`config.mk`:
```
export PLATFORM = sky130hd
export DESIGN_NAME = bp_be_prefetch_issue_arbiter
export DESIGN_NICKNAME = d
export VERILOG_FILES = /design/src/rtl/bp_be_prefetch_issue_arbiter.sv
export SDC_FILE = /design/constraint.sdc
export NUM_CORES = 1
export LEC_CHECK = 0
export CORE_UTILIZATION = 35
export CTS_CLUSTER_DIAMETER = 150
export DETAILED_ROUTE_END_ITERATION = 6
export GPL_TIMING_DRIVEN = 0
export MAX_ROUTING_LAYER = met4
export REMOVE_ABC_BUFFERS = 1
export SETUP_SLACK_MARGIN = 0.1
export SLEW_MARGIN = 0
export SYNTH_ARGS = -nofsm -noshare
export SYNTH_HDL_FRONTEND = slang
export SYNTH_SLANG_ARGS = --single-unit
```
`constraint.sdc`:
```
create_clock -name clk_i -period 4.4 [get_ports clk_i]
set_input_delay 0.88 -clock clk_i [delete_from_list [all_inputs] [get_ports clk_i]]
set_output_delay 0.88 -clock clk_i [all_outputs]
set_load 0.005 [all_outputs]
```
`src/rtl/bp_be_prefetch_issue_arbiter.sv`:
```
// Round-robin arbiter that merges prefetch requests into a de-duplicated FIFO
// and issues them to dispatch under an outstanding-prefetch credit limit.
module bp_be_prefetch_issue_arbiter #(
  parameter int num_req_p            = 2,
  parameter int vaddr_width_p        = 39,
  parameter int block_offset_width_p = 6,
  parameter int fifo_els_p           = 4,
  parameter int filter_els_p         = 4,
  parameter int max_outstanding_p    = 4
) (
  input  logic                                     clk_i,
  input  logic                                     reset_i,
  input  logic [num_req_p-1:0]                     req_v_i,
  input  logic [num_req_p*vaddr_width_p-1:0]       req_vaddr_i,
  output logic [num_req_p-1:0]                     req_yumi_o,
  input  logic                                     flush_i,
  output logic                                     pref_v_o,
  output logic [vaddr_width_p-1:0]                 pref_vaddr_o,
  input  logic                                     pref_yumi_i,
  input  logic                                     pref_done_i,
  output logic [$clog2(max_outstanding_p+1)-1:0]   outstanding_o,
  output logic                                     busy_o
);

  localparam int line_w_lp  = vaddr_width_p - block_offset_width_p;
  localparam int fifo_aw_lp = $clog2(fifo_els_p);
  localparam int filt_aw_lp = (filter_els_p > 1) ? $clog2(filter_els_p) : 1;
  localparam int rr_w_lp    = (num_req_p > 1) ? $clog2(num_req_p) : 1;
  localparam int out_w_lp   = $clog2(max_outstanding_p + 1);

  logic [line_w_lp-1:0]    fifo_line_r [fifo_els_p];
  logic [fifo_els_p-1:0]   fifo_v_r;
  logic [fifo_aw_lp:0]     rd_ptr_r, wr_ptr_r;
  logic [line_w_lp-1:0]    filt_line_r [filter_els_p];
  logic [filter_els_p-1:0] filt_v_r;
  logic [filt_aw_lp-1:0]   filt_rp_r;
  logic [rr_w_lp-1:0]      rr_r;
  logic [out_w_lp-1:0]     outstanding_r;

  logic [vaddr_width_p-1:0] req_vaddr [num_req_p];
  logic                     empty, full, credit_ok, deq, done_ok;
  logic [line_w_lp-1:0]     head_line, grant_line;
  logic                     grant_v, dup, enq;
  logic [rr_w_lp-1:0]       grant_idx, cand;

  always_comb begin
    for (int i = 0; i < num_req_p; i++)
      req_vaddr[i] = req_vaddr_i[i*vaddr_width_p +: vaddr_width_p];
  end

  // Pointers carry a wrap bit so equal addresses distinguish full from empty.
  assign empty     = (rd_ptr_r == wr_ptr_r);
  assign full      = (rd_ptr_r[fifo_aw_lp-1:0] == wr_ptr_r[fifo_aw_lp-1:0])
                   && (rd_ptr_r[fifo_aw_lp] != wr_ptr_r[fifo_aw_lp]);
  assign head_line = fifo_line_r[rd_ptr_r[fifo_aw_lp-1:0]];
  assign credit_ok = (outstanding_r < out_w_lp'(max_outstanding_p));
  assign pref_v_o  = ~empty & credit_ok & ~flush_i & ~reset_i;
  assign deq       = pref_v_o & pref_yumi_i;
  assign done_ok   = pref_done_i & (outstanding_r != '0);

  assign pref_vaddr_o  = empty ? '0 : {head_line, {block_offset_width_p{1'b0}}};
  assign outstanding_o = outstanding_r;
  assign busy_o        = ~empty | (outstanding_r != '0);

  always_comb begin
    grant_v    = 1'b0;
    grant_idx  = '0;
    grant_line = '0;
    cand       = '0;
    if (~full & ~flush_i & ~reset_i) begin
      for (int k = 0; k < num_req_p; k++) begin
        cand = rr_w_lp'((int'(rr_r) + k) % num_req_p);
        if (!grant_v && req_v_i[cand]) begin
          grant_v    = 1'b1;
          grant_idx  = cand;
          grant_line = req_vaddr[cand][vaddr_width_p-1:block_offset_width_p];
        end
      end
    end
  end

  always_comb begin
    req_yumi_o = '0;
    if (grant_v) req_yumi_o[grant_idx] = 1'b1;
  end

  // A line already queued or recently issued is accepted but not re-queued.
  always_comb begin
    dup = 1'b0;
    for (int i = 0; i < filter_els_p; i++)
      if (filt_v_r[i] && filt_line_r[i] == grant_line) dup = 1'b1;
    for (int i = 0; i < fifo_els_p; i++)
      if (fifo_v_r[i] && fifo_line_r[i] == grant_line) dup = 1'b1;
  end
  assign enq = grant_v & ~dup;

  always_ff @(posedge clk_i) begin
    if (reset_i) begin
      fifo_v_r      <= '0;
      rd_ptr_r      <= '0;
      wr_ptr_r      <= '0;
      filt_v_r      <= '0;
      filt_rp_r     <= '0;
      rr_r          <= '0;
      outstanding_r <= '0;
    end else begin
      if (grant_v)
        rr_r <= (grant_idx == rr_w_lp'(num_req_p - 1)) ? '0 : grant_idx + rr_w_lp'(1);
      if (flush_i) begin
        fifo_v_r <= '0;
        rd_ptr_r <= '0;
        wr_ptr_r <= '0;
        filt_v_r <= '0;
      end else begin
        if (enq) begin
          fifo_line_r[wr_ptr_r[fifo_aw_lp-1:0]] <= grant_line;
          fifo_v_r[wr_ptr_r[fifo_aw_lp-1:0]]    <= 1'b1;
          wr_ptr_r <= wr_ptr_r + 1'b1;
        end
        if (deq) begin
          fifo_v_r[rd_ptr_r[fifo_aw_lp-1:0]] <= 1'b0;
          rd_ptr_r               <= rd_ptr_r + 1'b1;
          filt_line_r[filt_rp_r] <= head_line;
          filt_v_r[filt_rp_r]    <= 1'b1;
          filt_rp_r <= (filt_rp_r == filt_aw_lp'(filter_els_p - 1)) ? '0 : filt_rp_r + 1'b1;
        end
      end
      if (deq && !done_ok)      outstanding_r <= outstanding_r + out_w_lp'(1);
      else if (!deq && done_ok) outstanding_r <= outstanding_r - out_w_lp'(1);
    end
  end

  done_without_outstanding_a: assert property (@(posedge clk_i) disable iff (reset_i)
    pref_done_i |-> (outstanding_r != '0));

endmodule

```
; After elaboration in Yosys (flattened, before gate mapping)
; Memory sizes are Yosys's and may differ from the RTL's. A register that Yosys moved wholly into a read port is not among the register bits.
; Index checks and enable logic that the tools add are counted.
; Widths: inputs -> output; s select.
[word_totals]
ff_bits = 20
ram_bits = 264
in_bits = 85
output_inout_bits = 46
word_cells = 140
n_memories = 2
[op_classes]
add_sub_neg = 7
n_lt_le_gt_ge = 13
n_eq_ne = 12
n_mux = 56
n_bitwise = 20
reduce_logical = 23
[memory_table]
columns = memory, depth, word_bits, rd, rd_ports_with_merged_regs, wr, line_no
row1 = fifo_line_r, 4, 33, 5, 1, 1, 31  ; logic [line_w_lp-1:0] fifo_line_r [fifo_els_p];
row2 = filt_line_r, 4, 33, 4, 0, 1, 34  ; logic [line_w_lp-1:0] filt_line_r [filter_els_p];
[op_table]
columns = cell, count
row1 = $mux 39, 7
row2 = $eq 33x33->1, 8
row3 = $mux 33, 3
row4 = $mux 1, 32
row5 = $logic_and 1x1->1, 16
row6 = $mux 4, 4
row7 = $add 3x1->3 const B, 3
row8 = $lt 2x3->1 const B, 3
row9 = $and 1x1->1, 8
row10 = $mux 2, 4
row11 = $or 4x4->4, 2
row12 = $demux 1 s2, 3
row13 = $ge 2x1->1 const B, 3
row14 = $lt 1x2->1 const B, 3
row15 = $mux 3, 2
row16 = $not 1->1, 5
row17 = $and 4x4->4, 1
row18 = $ge 2x2->1 const B, 2
row19 = $not 1->2, 2
row20 = $not 4->4, 1
row21 = $eq 3x3->1, 1
row22 = $logic_not 1->1, 3
row23 = $lt 3x3->1 const B, 1
row24 = $reduce_bool 3->1, 1
row25 = 12 further kinds, 13

; Logic depth before layout (Yosys ltp)
; Gate-level depths: netlist (run 1).
[logic_depth]
ltp_word = 27
ltp_mapped = 16
ltp_nobuf = 12

; Worst setup path after synthesis (run 1)
; No wires, ideal clock.
[synth_path]
kind = input port to flip-flop
startpoint = input port reset_i
endpoint = memory fifo_line_r[0][0] in the netlist's numbering (enable)
setup_time_ps = 394
arrival_ps = 3858
t_required_ps = 4006
slack_ps = 148
path_stages = 13
n_path_buf = 5
path_cell_list = buf_2 nor2_2 o31a_1 buf_4 buf_2 buf_2 buf_1 o21ai_0 a21oi_1 nor4_1 nor3_1 and4_4 and3_1
[synth_via]
elab_chain_len = 19
elab_cells_between_ends = 34
classes_between = 8 x eq/ne / 14 x mux / 4 x bitwise / 8 x reduce/logical
[synth_rtl]
columns = element, line_no
row1 = "start, declared", 12  ; input logic reset_i,
row2 = $not 1->1, 70  ; if (~full & ~flush_i & ~reset_i) begin
row3 = $and 1x1->1, 70
row4 = $mux 33, 70
row5 = $eq 33x33->1, 91  ; if (filt_v_r[i] && filt_line_r[i] == grant_line) dup = 1'b1;
row6 = $logic_and 1x1->1, 91
row7 = $mux 1 (4 in a row), 91
row8 = $mux 1 (4 in a row), 93  ; if (fifo_v_r[i] && fifo_line_r[i] == grant_line) dup = 1'b1;
row9 = $not 1->1, 95  ; assign enq = grant_v & ~dup;
row10 = $and 1x1->1, 95
row11 = $mux 1, 115  ; if (enq) begin
row12 = $mux 1, 109  ; if (flush_i) begin
row13 = $mux 1 (*), 98  ; if (reset_i) begin
row14 = $mux 1 (not written as such) (*), 116  ; fifo_line_r[wr_ptr_r[fifo_aw_lp-1:0]] <= grant_line;
row15 = "end, declared", 31
; Every way passes the cells marked *; elsewhere a longest branch is shown, timed or not.

; Worst setup path after layout (run 1)
[layout_path]
startpoint = input port req_v_i[0]
endpoint = memory fifo_line_r[1][12] in the netlist's numbering (enable)
[layout_via]
elab_chain_len = 24
elab_cells_between_ends = 43
classes_between = 8 x eq/ne / 23 x mux / 2 x bitwise / 10 x reduce/logical
[layout_rtl]
columns = element, line_no
row1 = "start, declared", 13  ; input logic [num_req_p-1:0] req_v_i,
row2 = $mux 1 (not written as such) (2 in a row), 73  ; if (!grant_v && req_v_i[cand]) begin
row3 = $mux 1, 73
row4 = $mux 1, 70
row5 = $logic_not 1->1, 73
row6 = $logic_and 1x1->1, 73
row7 = $mux 33, 73
row8 = $mux 33, 70
row9 = $eq 33x33->1, 91
row10 = $logic_and 1x1->1, 91
row11 = $mux 1 (4 in a row), 91
row12 = $mux 1 (4 in a row), 93
row13 = $not 1->1, 95
row14 = $and 1x1->1 (*), 95
row15 = $mux 1 (*), 115
row16 = $mux 1 (*), 109
row17 = $mux 1 (*), 98
row18 = $mux 1 (not written as such) (*), 116
; Every way passes the cells marked *; elsewhere a longest branch is shown, timed or not. The select of a mux whose other input is x is not followed.

==> results of run 1 <==
-- worst register-to-register path, cell delays in order, from the launching register on --
cell                       delay [ps]
sky130_fd_sc_hd__dfxtp_1          410
sky130_fd_sc_hd__nand2b_4         200
sky130_fd_sc_hd__buf_16           280
sky130_fd_sc_hd__a32o_2           590
sky130_fd_sc_hd__nand2_1          260
sky130_fd_sc_hd__a21boi_0         230
sky130_fd_sc_hd__nand4_1          140
sky130_fd_sc_hd__nor4b_2          480
sky130_fd_sc_hd__or4b_2           640
sky130_fd_sc_hd__and4_4           220
sky130_fd_sc_hd__and3_4           220
sky130_fd_sc_hd__buf_12           170
-- flip-flops by register name, indices dropped and copies added (netlist names), named ones only --
name and flops:
rr_r 1, filt_line_r 132, outstanding_o 3, rd_ptr_r 3
filt_rp_r 2, filt_v_r 4, fifo_line_r 132, wr_ptr_r 3
fifo_v_r 4
-- Yosys cell counts, drive strengths merged, types with 31 or more instances --
cell,n
and2,35
a21oi,93
inv,40
edfxtp,264
o21ai,50
xnor2,70
a31oi,75
nand2,54
nor2,54
a32oi,33
nor4b,73
o32a,43
mux4,33
o32ai,31
buf,85
-- where the power goes --
group          internal [uW]  switching [uW]  total (uW)
combinational            516             740        1260
clock                   1730            1220        2950
sequential              3000            46.7        3050
-- metal layers --
layer	vias up	share of wire [%]	GRT usage, %
met5	-	0	-
met4	0	3.1	8.78
met3	115	8.5	4.23
met2	805	48	48.8
met1	7205	41	39.6
li1	5876	-	-
-- path summary, 6_finish.rpt --
| path | startpoint | to | slack (ps) |
|---|---|---|---|
| setup / recovery | req_v_i[0] | fifo_line_r[1][12]$_DFFE_PP_ | 90 |
| hold / removal | filt_v_r[0]$_SDFFE_PP0P_ | filt_v_r[0]$_SDFFE_PP0P_ | 450 |
| setup reg to reg | rr_r$_SDFFE_PP0P_ | fifo_line_r[1][12]$_DFFE_PP_ | 240 |
| hold reg to reg | filt_v_r[0]$_SDFFE_PP0P_ | filt_v_r[0]$_SDFFE_PP0P_ | 450 |
-- cells by family (layout without fill, tap and decap cells) --
kind of cell | count (synthesis) | count (layout) | synth area share (%)
DFF | 286 | 286 | 51.6
other | 1 | 10 | 0.0231
buffers and inverters | 148 | 325 | 4.54
AOI/OAI and AO/OA | 442 | 445 | 20.7
adders and majority gates | 14 | 14 | 1.13
muxes | 38 | 38 | 4.89
xor gates and xnor gates | 99 | 99 | 5.35
and+or+nand+nor | 320 | 321 | 11.8
-- through the flow --
stage / cell area (sq um) / setup WS [ps] / power [uW] / utilization [%]
after floorplan: 15700 / -4590 / 3600 / -
after global placement: 17500 / -11450 / 4070 / 38.4
after detailed placement: 18100 / -2130 / 4110 / 39.6
after CTS: 20100 / 102 / 7150 / 44.2
after global routing: 21000 / 92.6 / 7410 / 46.0
final: 21000 / 87.5 / 7250 / 46.0
-- final cells by class --
cell class / count / share of cell area [%]
flip-flops and latches: 286 / 39.9
multi-input cells: 923 / 38.4
repair buffers: 222 / 11.9
clock buffers: 41 / 4.53
well taps: 600 / 3.58
clock inverters: 22 / 0.955
inverters: 40 / 0.716
diodes: 4 / 0.0477
-- repair_timing --
item | in CTS | in global routing
endpoints found under the setup margin | 141 | 137
gates cloned | 5 | 5
buffers inserted | 28 | 49
pin swaps | 13 | 25
resized for setup | 90 | 46
-- cells in the final DEF, fill, tap and decap left out, types with 23 or more instances in the layout --
| cell | count |
|---|---|
| sky130_fd_sc_hd__edfxtp_1 | 264 |
| sky130_fd_sc_hd__clkdlybuf4s50_1 | 108 |
| sky130_fd_sc_hd__a21oi_1 | 93 |
| sky130_fd_sc_hd__a31oi_1 | 75 |
| sky130_fd_sc_hd__buf_4 | 72 |
| sky130_fd_sc_hd__xnor2_1 | 68 |
| sky130_fd_sc_hd__nor4b_1 | 68 |
| sky130_fd_sc_hd__nor2_1 | 53 |
| sky130_fd_sc_hd__o21ai_0 | 49 |
| sky130_fd_sc_hd__nand2_1 | 48 |
| sky130_fd_sc_hd__o32a_1 | 43 |
| sky130_fd_sc_hd__clkbuf_16 | 42 |
| sky130_fd_sc_hd__inv_1 | 39 |
| sky130_fd_sc_hd__and2_1 | 35 |
| sky130_fd_sc_hd__mux4_2 | 33 |
| sky130_fd_sc_hd__a32oi_4 | 33 |
| sky130_fd_sc_hd__xor2_1 | 27 |
| sky130_fd_sc_hd__o32ai_1 | 25 |
| sky130_fd_sc_hd__nand3_1 | 25 |
| sky130_fd_sc_hd__o22ai_1 | 23 |
==> out/results.tsv, run 1 <==
metric	value	unit
worst-endpoint-arrival	4580	ps
global_route_wire_length_before_repair	97600	um
synth_top_area_cell	sky130_fd_sc_hd__edfxtp_1	
final_cell_count_no_fill	2138	
slew_violations	0	
multiInputGateArea	0.00804	sq mm
dp_cells	1984	
hold_class	reg -> reg	
overall_routing_resource_usage	30.3	%
grt_setup_unrepaired	false	
cts_htree_levels	2	
critical_path.endpoint_type	flip-flop	
insertion_delay	550	ps
clk_transition_reported_paths	60	ps
worst_pin_slew	845	ps
global_route.overflow_total	0	
synth_ff_type	sky130_fd_sc_hd__edfxtp_1	
fillCellCount	4078	
synth_top_area_share	48.9	%
cpPeakStageDelay	520	ps
power.density	346	mW/mm^2
avgSynthCellArea	12.0	sq um
finalWeightedCongestion	0.969	
cts_hold_buf	0	
dr.pass1.iters	5	
hold_vio_cnt_final	0	
fin_skew	21.2	ps
die_height	217	um
top_post_synthesis_cells_by_area	sky130_fd_sc_hd__edfxtp_1 49%, sky130_fd_sc_hd__mux4_2 4.6%, sky130_fd_sc_hd__nor4b_1 3.9%	
cts_tree	yes	
syn2layout_area_growth	29.3	%
numPortBuffers	112	
timing.final.crit_share	98.0	%
clock.fmax	232	MHz
sequential_cell_area	0.00837	sq mm
grt_max_degree	48	
synth-async-reset-ratio	0	%
worstPathBufferInverterCount	5	
slew-limit-headroom	43.1	%
synth_enable_flop_cells	264	
wl_per_cell	33.6	um
critical_path.slowest_cell	sky130_fd_sc_hd__a32oi_4	
dieArea	0.0472	sq mm
vdd.ir_drop.worst	0.194	mV
postSynthRegisterBits	286	
num_io_pins	131	
finalCriticalPeriod	4310	ps
initial_core_util	35.6	%
fp.coreArea	0.0456	sq mm
critical_path.startpoint_type	input port	
synth_warnings	0	
outcome	finished, final reports clean	
holdWs	454	ps
routed-via-count	14000	
detail_route.iter0.violations	1726	
clk_root_buffer_cell	sky130_fd_sc_hd__clkbuf_16	
synth.cell_area	0.0162	sq mm
finalSetupViolCount	0	
worst-setup-path-type	in -> reg	
reg2reg_depth	11	
total_leakage_power	0.00658	uW
number_of_antenna_violations_at_the_first_check_in_global_routing	4	
whs_path_depth	1	
layout-drive-gt1-share	21.1	%
netlist-cell-type-count	71	
max_buffers_root_to_sink	3	
crit_family	simple AND/OR/NAND/NOR gates	
antenna_left	0	
route.detailed.drc	0	
crit_path_max_fo	22	
nets	1607	
crit_chain	clkdlybuf4s15_2 > a21boi_4 > buf_12 > clkbuf_16 > clkbuf_16 > a32oi_4 > a21oi_1 > o32a_1 > or4_1 > or4_4 > and4_4 > and3_4 > buf_12	
cap_violations	0	
detail_route.wirelength	71900	um
core.rowCount	78	
dp_hpwl	48900	um
yosysSeqAreaShare	51.6	%
required	4670	ps
first_global_vias	12800	
cts_made_buffers	35	
netlist_instances	1348	
cts_num_sinks	286	
die_width	217	um
routed_via_density	6.55	
worstSetupPathDepth	13	
timing.setup.tns	0	ps
Power figures use the tool's default switching activity.
==> run 2, diff against run 1 <==
Settings changed: CAP_MARGIN set to 20, SLEW_MARGIN 0 to 20.
==> run 2 against run 1 <==
Net effect:
- hold slack better by 1.0 ps
- critical path depth grew 3
- sequential cell count did not move
- global-route usage grew 0.56 points
- die area did not move
- clock power up 4%
- sequential power hardly changed
- combinational power fell by 3%
- worst setup slack better by 44 ps
- sequential share of layout area grew 0.39 points
- largest power group is now clock
==> out/results.tsv, run 2 (synthesis gave the netlist of run 1 again) <==
metric	value	unit	change
worstSetupEndpoint	fifo_line_r[2][11]$_DFFE_PP_		
cts_num_sinks	286		unchanged
fillCellCount	4101		+0.56%
comb_power_share	16.6	%	-0.7 points
finalCriticalPeriod	4270	ps	-43.9 ps
syn2layout_area_growth	28.1	%	
worst-setup-path-type	in -> reg		
cpPeakStageDelay	610	ps	+90 ps
layout_commonest_cell	sky130_fd_sc_hd__edfxtp_1		
rrSetupSlack	280	ps	+40 ps
detail_route.wirelength	71400	um	-0.73%
num_io_pins	131		unchanged
fin_skew	18.8	ps	-2.38 ps
worstSetupPathDepth	16		+3
dieArea	0.0472	sq mm	unchanged
share_seq_of_total_power	41.5	%	-0.5 points
critPathLaunch	req_v_i[0]		
crit_path_max_fo	19		-14%
grt_setup_unrepaired	false		
number_of_antenna_violations_at_the_first_check_in_global_routing	4		unchanged
power.density	353	mW/mm^2	+2.2%
max_buffers_root_to_sink	3		unchanged
layout-drive-gt1-share	20.3	%	-0.82 points
power_switching_share	26.7	%	-0.88 points
final_cell_mix	264 x sky130_fd_sc_hd__edfxtp_1, 108 x sky130_fd_sc_hd__clkdlybuf4s50_1, 93 x sky130_fd_sc_hd__a21oi_1		
insertion_delay	540	ps	about the same
required	4680	ps	about the same
power.net_switching	1960	uW	-2.0%
clock.fmax	234	MHz	+1.0%
vdd.ir_drop.worst	0.208	mV	+6.9%
finalSetupViolCount	0		unchanged
timing.rr.end	fifo_line_r[2][11]$_DFFE_PP_		
slew_violations	0		unchanged
nets	1596		-0.68%
critical_path.startpoint_type	input port		
crit_family	simple AND/OR/NAND/NOR gates		
total_leakage_power	0.00651	uW	-1.1%
finalWeightedCongestion	0.969		unchanged
crit_chain	clkdlybuf4s15_2 > a21boi_4 > buf_12 > buf_16 > buf_16 > a32o_4 > a222oi_1 > buf_4 > a31o_1 > a31oi_1 > or4_4 > nor4_4 > nor3_4 > and4_4 > and3_4 > buf_12		
clk_root_buffer_cell	sky130_fd_sc_hd__clkbuf_16		
hold_class	reg -> reg		
initial_core_util	35.6	%	unchanged
slew-limit-headroom	30.0	%	-13 points
reg2reg_from	rd_ptr_r[0]$_SDFFE_PP0P_		
postPlaceCellArea	0.0182	sq mm	+0.92%
timing.setup.tns	0	ps	unchanged
routed_via_density	6.52		-0.40%
worst_pin_slew	1040	ps	+194 ps
finish.instance_area	0.0208	sq mm	-0.94%
total_power	7340	uW	+1.3%
critical_path.slowest_cell	sky130_fd_sc_hd__or4_4		
route.detailed.drc	0		unchanged
cts_hold_buf	0		unchanged
numPortBuffers	112		unchanged
first_global_vias	12800		+0.078%
dr.pass1.iters	5		unchanged
cts_htree_levels	2		unchanged
cts_made_buffers	35		unchanged
detail_route.iter0.violations	1734		+0.46%
wl_per_cell	33.6	um	about the same
outcome	finished, final reports clean		
place_ws	-2020	ps	+108 ps
cts_tree	yes		
grt_max_degree	46		-4.2%
overall_routing_resource_usage	30.8	%	+0.56 points
worstPathBufferInverterCount	6		+1
routed-via-count	13900		-1.0%
reg2reg_depth	15		+4
dp_hpwl	49700	um	+1.7%
hold_vio_cnt_final	0		unchanged
cap_violations	0		unchanged
worst-endpoint-arrival	4550	ps	-30 ps
clk_transition_reported_paths	60	ps	about the same
minimum_setup_slack_in_the_final_design	131	ps	+43.9 ps
die_height	217	um	unchanged
antenna_left	0		unchanged
global_route_wire_length_before_repair	98900	um	+1.4%
clock_power_share	42.0	%	+1.3 points
global_route.overflow_total	0		unchanged
internal_power	5380	uW	+2.5%
timing.final.crit_share	97.0	%	-1.0 points
fp.coreArea	0.0456	sq mm	unchanged
critical_path.endpoint_type	flip-flop		
die_width	217	um	unchanged
core.rowCount	78		unchanged
[run 2: cell count changes in the layout (fill, tap and decap cells not counted), sizes merged, moves of 2 or more]
cell | before | now
clkbuf | 46 | 39
diode | 4 | 2
bufinv | 3 | 6
clkinvlp | 4 | 6
clkinv | 13 | 11
inv | 42 | 40
and3 | 10 | 13
buf | 105 | 96
a32oi | 35 | 33
[run 2: worst min-delay path by stage]
stage          slack (ps)  depth (start not counted)                      from                  endpoint
6_report              460                          1  filt_v_r[0]$_SDFFE_PP0P_  filt_v_r[0]$_SDFFE_PP0P_
5_1_grt               460                          1  filt_v_r[2]$_SDFFE_PP0P_  filt_v_r[2]$_SDFFE_PP0P_
4_1_cts               450                          1  filt_v_r[2]$_SDFFE_PP0P_  filt_v_r[2]$_SDFFE_PP0P_
3_5_place_dp          440                          1  filt_v_r[2]$_SDFFE_PP0P_  filt_v_r[2]$_SDFFE_PP0P_
3_3_place_gp          430                          1  filt_v_r[0]$_SDFFE_PP0P_  filt_v_r[0]$_SDFFE_PP0P_
2_1_floorplan         420                          1  filt_v_r[0]$_SDFFE_PP0P_  filt_v_r[0]$_SDFFE_PP0P_
[run 2: worst register-to-register path, stage by stage (launching register included)]
cell	delay [ps]
sky130_fd_sc_hd__dfxtp_1	480
sky130_fd_sc_hd__xor2_2	200
sky130_fd_sc_hd__o31ai_4	220
sky130_fd_sc_hd__buf_6	160
sky130_fd_sc_hd__buf_4	130
sky130_fd_sc_hd__buf_8	150
sky130_fd_sc_hd__buf_12	180
sky130_fd_sc_hd__buf_8	180
sky130_fd_sc_hd__a21oi_1	60
sky130_fd_sc_hd__o32ai_1	530
sky130_fd_sc_hd__nand4_1	440
sky130_fd_sc_hd__nor3_2	270
sky130_fd_sc_hd__nand3_1	140
sky130_fd_sc_hd__o311a_2	260
sky130_fd_sc_hd__and3_4	280
sky130_fd_sc_hd__buf_12	170
[run 2: cell type report]
type | count | area [sq um] | share of cell area, %
diodes | 2 | 5.00 | 0.0241
clock inverters | 23 | 279 | 1.34
clock buffers | 39 | 933 | 4.49
flip-flops and latches | 286 | 8380 | 40.3
multi-input cells | 925 | 7930 | 38.2
repair buffers | 209 | 2350 | 11.3
well taps | 600 | 751 | 3.61
inverters | 40 | 150 | 0.723
[run 2: power by group through the flow]
stage / sequential [uW] / combinational [uW] / clock (uW)
finish: 3040 / 1220 / 3080
floorplan: 3090 / 513 / 0
global route: 3050 / 1270 / 3210
global placement: 3100 / 962 / 0
detailed placement: 3100 / 1030 / 0
CTS: 3040 / 1170 / 3110
[run 2: through the flow]
stage | instances | hold slack (ps) | util (%)
floorplan | 1245 | 420 | -
global placement | 1957 | 432 | 38.4
detailed placement | 1999 | 436 | 40.0
CTS | 2106 | 450 | 45.0
global route | 2122 | 463 | 45.6
finish | 2124 | 455 | 45.6
[run 2: routing by layer]
| metal | part of all wire [%] | track usage, % | vias to the layer above | routed length [um] |
|---|---|---|---|---|
| met5 | 0 | - | - | 0 |
| met4 | 3.2 | 9.20 | 0 | 2280 |
| met3 | 9.2 | 4.35 | 117 | 6600 |
| met2 | 48 | 49.9 | 806 | 34200 |
| met1 | 40 | 40.1 | 7084 | 28200 |
| li1 | - | - | 5847 | - |
[run 2: what timing repair did]
action                     4_1_cts  5_1_grt
buffers inserted                36       16
setup endpoints to repair      141      138
resized for setup              103       22
pin swaps                       29       13
cloned                           9        0
